[src/rtl/uart_alu_interface.sv]
// Collects operand A, operand B and opcode bytes from a UART receiver, runs them through an external ALU and sends the result byte back.
// Optional inter-byte timeout: define UART_IF_TIMEOUT_EN.
module uart_alu_interface #(
  parameter int DATA_WIDTH     = 8,
  parameter int OP_WIDTH       = 6,
  parameter int TIMEOUT_CYCLES = 1000000
) (
  input  logic                  i_clk,
  input  logic                  i_reset,
  input  logic                  i_rx_done,
  input  logic [DATA_WIDTH-1:0] i_rx_data,
  input  logic [DATA_WIDTH-1:0] i_alu_result,
  input  logic                  i_tx_done,
  output logic [DATA_WIDTH-1:0] o_alu_a,
  output logic [DATA_WIDTH-1:0] o_alu_b,
  output logic [OP_WIDTH-1:0]   o_alu_op,
  output logic [DATA_WIDTH-1:0] o_tx_data,
  output logic                  o_tx_start,
  output logic                  o_overrun,
  output logic                  o_timeout
);

  typedef enum logic [2:0] {
    WAIT_A,
    WAIT_B,
    WAIT_OP,
    EXEC,
    SEND,
    WAIT_TX
  } state_t;

  state_t state, state_next;
  logic   timeout_hit;

  always_ff @(posedge i_clk) begin
    if (i_reset) state <= WAIT_A;
    else         state <= state_next;
  end

  always_comb begin
    state_next = state;
    case (state)
      WAIT_A:  if (i_rx_done) state_next = WAIT_B;
      WAIT_B:  if (i_rx_done) state_next = WAIT_OP;
               else if (timeout_hit) state_next = WAIT_A;
      WAIT_OP: if (i_rx_done) state_next = EXEC;
               else if (timeout_hit) state_next = WAIT_A;
      EXEC:    state_next = SEND;
      SEND:    state_next = WAIT_TX;
      WAIT_TX: if (i_tx_done) state_next = WAIT_A;
      default: state_next = WAIT_A;
    endcase
  end

  always_comb begin
    o_tx_start = (state == SEND);
  end

  always_ff @(posedge i_clk) begin
    if (i_reset) begin
      o_alu_a   <= '0;
      o_alu_b   <= '0;
      o_alu_op  <= '0;
      o_tx_data <= '0;
      o_overrun <= 1'b0;
    end else begin
      if (i_rx_done) begin
        case (state)
          WAIT_A: begin
            o_alu_a   <= i_rx_data;
            o_overrun <= 1'b0;
          end
          WAIT_B:  o_alu_b  <= i_rx_data;
          WAIT_OP: o_alu_op <= i_rx_data[OP_WIDTH-1:0];
          default: o_overrun <= 1'b1;
        endcase
      end
      if (state == EXEC) o_tx_data <= i_alu_result;
    end
  end

`ifdef UART_IF_TIMEOUT_EN
  localparam int CNT_W = (TIMEOUT_CYCLES > 1) ? $clog2(TIMEOUT_CYCLES) : 1;

  logic [CNT_W-1:0] cnt;
  logic             waiting;

  always_comb begin
    waiting     = (state == WAIT_B) || (state == WAIT_OP);
    // A byte arriving on the terminal count wins over the timeout.
    timeout_hit = waiting && !i_rx_done && (cnt == CNT_W'(TIMEOUT_CYCLES - 1));
  end

  always_ff @(posedge i_clk) begin
    if (i_reset) begin
      cnt       <= '0;
      o_timeout <= 1'b0;
    end else begin
      o_timeout <= timeout_hit;
      if (waiting && !i_rx_done && (state_next == state)) cnt <= cnt + 1'b1;
      else                                                 cnt <= '0;
    end
  end
`else
  assign timeout_hit = 1'b0;
  assign o_timeout   = 1'b0;
`endif

endmodule
[config.mk]
export PLATFORM = sky130hd
export DESIGN_NAME = uart_alu_interface
export DESIGN_NICKNAME = d
export VERILOG_FILES = /design/src/rtl/uart_alu_interface.sv
export SDC_FILE = /design/constraint.sdc
export NUM_CORES = 1
export LEC_CHECK = 0
export ABC_CLOCK_PERIOD_IN_PS = 2550
export BUFFER_PORTS_ARGS = -buffer_cell sky130_fd_sc_hd__buf_2
export CAP_MARGIN = 25
export CORE_MARGIN = 2
export CORE_UTILIZATION = 50
export DETAILED_ROUTE_END_ITERATION = 6
export PLACE_DENSITY_LB_ADDON = 0.08
export RECOVER_POWER = 25
export SKIP_LAST_GASP = 1
export SLEW_MARGIN = 20
export SYNTH_ARGS = -nofsm -noshare
export SYNTH_HDL_FRONTEND = slang
export SYNTH_SLANG_ARGS = --single-unit
[constraint.sdc]
create_clock -name i_clk -period 2.55 [get_ports i_clk]
set_clock_uncertainty 0.1 [all_clocks]
set_input_delay 0.1275 -clock i_clk [delete_from_list [all_inputs] [get_ports i_clk]]
set_output_delay 0.1275 -clock i_clk [all_outputs]
set_load 0.01 [all_outputs]
==> results by group <==
Flow run
  – Max-Cap Viols: 0

Worst setup path
  – Critical R2R Launch: state[0]$_SDFFE_PP0P_
  – Worst Path Arrival: 1730 ps
  – Critical Path End Type: register
  – CP required: 2640 ps
  – CP top delay family: flip-flops
  – CP bufs+invs: 0
  – Critical Path Start: state[0]$_SDFFE_PP0P_
  – CP Class: reg -> reg
  – CP startpoint kind: register
  – Critical-path cell list: nand3b_1 > mux2i_1 > nor2_1
  – Critical path's slowest cell: dfxtp_1
  – Critical path peak fanout: 11
  – Max stage delay on crit path: 570 ps

GRT
  – Vias in the first global route: 986
  – Initial antenna violation count: 0
  – Total track usage: 18.8%
  – Gr ovfl total: 0
  – First-pass GRT wire length: 4530 um
  – Largest net degree at the start of global routing: 35

Floorplanning
  – Rows: 18
  – Die area: 0.00308 mm^2
  – IO Pins: 53
  – Die X-Extent: 55.5 um
  – Starting density of the core: 53.1%
  – Placeable Area: 0.00250 mm^2
  – Chip height: 55.5 um

Finish
  – NumNets Final: 218
  – N_diodes: 0
  – Ratio of cells with drive above 1 in the final layout: 23.6%
  – FILL cells: 205
  – Area Growth Syn to Fin: 32.5%
  – Post-route insts no fill: 229
  – Core Util, Final: 70.4%

STA
  – F_max: 0.607 GHz
  – Least-Margin Pin Slew: 606 ps
  – Final Setup Violations: 0
  – Final worst path period share: 64.6%
  – Unrepaired setup endpoints after global routing: false
  – Max Slew Vio Count: 0
  – Max_slew headroom: 59.6%
  – Post-layout min period: 1650 ps
  – Final hold vios: 0
  – Post-route setup TNS: 0 ps
  – Worst Setup Slack, final: 904 ps

Synthesis
  – Async SR Flop Fraction: 0%
  – Syn Nets: 156
  – Largest cells by area after synthesis: dfxtp_1 (51%), mux2i_1 (17%), nor2_1 (6.8%)
  – EDFF count, synth: 0
  – Synthesized area per cell: 9.76 um^2
  – Flops & latches, synth: 34
  – Sequential share of the synthesized area: 51.3%
  – Synth cell types: 23
  – Synth Warn #: 0
  – Synth cell count leaders: dfxtp_1 (34), nor2_1 (24), mux2i_1 (22)
  – Area share of the largest cell type after synthesis: 51.3%
  – Yosys top cell by area: dfxtp_1
  – Count leader, synth: dfxtp_1
  – Main synth FF type: dfxtp_1
  – Syn Inst Count: 136
  – Post-synthesis cell area: 0.00133 mm^2

Routing
  – Vias: 1111
  – TritonRoute pass-1 iters: 4
  – Vias per cell: 4.85
  – WL/cell: 12.5 um
  – DRT iter0 DRCs: 27
  – DR DRC count: 0
  – Final ANT Viol Nets: 0
  – Final wirelength: 2870 um

Clocking
  – Post-CTS sizing: 0
  – Post-CTS setup buffers: 0
  – Hold_buf cts: 16
  – CTS H-tree lvls: 2
  – Clk sink count: 34
  – Clock-pin slew on the worst setup and hold paths: 100 ps
  – CTS tree: built
  – Root Driver: clkbuf_4
  – Total CTS buffers: 5
  – Worst skew pair latency: 320 ps
  – Clock buffer depth: 2

Placement
  – Inst Count DP: 205
  – Routability cong.: 0.793
  – Post-Place Worst Slack: 923 ps
  – I/O Buffers: 51
  – Post-DP HPWL: 1830 um

Hold path
  – Hold wc startpoint: i_rx_done
  – Min-Delay Path Class: in -> reg

Power
  – Pleak: 0.795 nW
  – Power density cells: 599 mW/mm^2
  – Total power draw: 1.05 mW
  – Maximum vdd ir drop: 605 uV

Run status
  – Run status: completed
## stage by stage
stage	cell area (um^2)	hold WS [ps]
floorplan	1330	163
global placement	1540	258
detailed placement	1540	269
CTS	1780	7.02
global route	1760	27.7
finish	1760	19.7
## worst paths after layout
check	slack, ps	to	depth (start not counted)
min reg2reg	360	o_alu_a[5]$_SDFFE_PP0P_	2
min	20	state[0]$_SDFFE_PP0P_	3
max reg2reg	900	o_tx_data[7]$_SDFFE_PP0N_	3
max	900	o_tx_data[7]$_SDFFE_PP0N_	3
## power by group
| group | internal [mW] | switching, mW | total, mW |
|---|---|---|---|
| sequential | 0.551 | 0.0167 | 0.568 |
| combinational | 0.0654 | 0.0661 | 0.132 |
| clock | 0.188 | 0.165 | 0.354 |
| total | 0.805 | 0.248 | 1.05 |
## kinds of logic after synthesis
logic type / Yosys count / share of synthesized area, %
compound gates: 12 / 4.81
buf+inv: 13 / 6.31
flops: 34 / 51.3
mux: 23 / 17.4
other cells: 1 / 0.282
simple gates: 53 / 19.9
## placed cells by master (no fill, tap or decap), drive strengths merged
cell type,Yosys,layout
and4bb,2,2
nor4b,1,1
nor3,2,2
a211oi,1,1
nor3b,1,1
nand2,18,18
nor4,1,1
nand3b,1,1
dfxtp,34,34
buf,9,35
mux2i,22,22
a21oi,10,10
a31oi,1,1
nand2b,1,1
dlygate4sd3,0,16
or4b,2,2
nor2,24,24
conb,1,1
clkbuf,3,24
inv,1,1
mux2,1,1
## per-layer routing
| layer | share of wire [%] | vias up | track usage [%] | wire [um] |
|---|---|---|---|---|
| met1 | 46 | 503 | 24.3 | 1310 |
| met3 | 4.8 | 2 | 5.39 | 138 |
| met4 | 0.35 | 0 | 6.27 | 10 |
| li1 | - | 576 | - | - |
| met2 | 49 | 30 | 29.9 | 1410 |
| met5 | 0 | - | 0 | 0 |
## layout make-up
cell class | count | area (um^2) | share of cell area, %
well taps | 30 | 37.5 | 2.13
clock buffers | 8 | 78.8 | 4.48
repair buffers | 67 | 395 | 22.5
inverters | 1 | 3.75 | 0.213
multi-input cells | 89 | 563 | 32.0
flip-flops and latches | 34 | 681 | 38.7
## flip-flops by register name, indices dropped and copies added (netlist names)
signal	cells
o_alu_a	8
o_tx_data	8
o_overrun	1
o_alu_op	6
o_alu_b	8
state	3
## worst register-to-register path, cell delays in order (launching register included)
cell      delay, ps
dfxtp_1         570
nand3b_1        470
mux2i_1         310
nor2_1           60
Power figures use the tool's default switching activity.
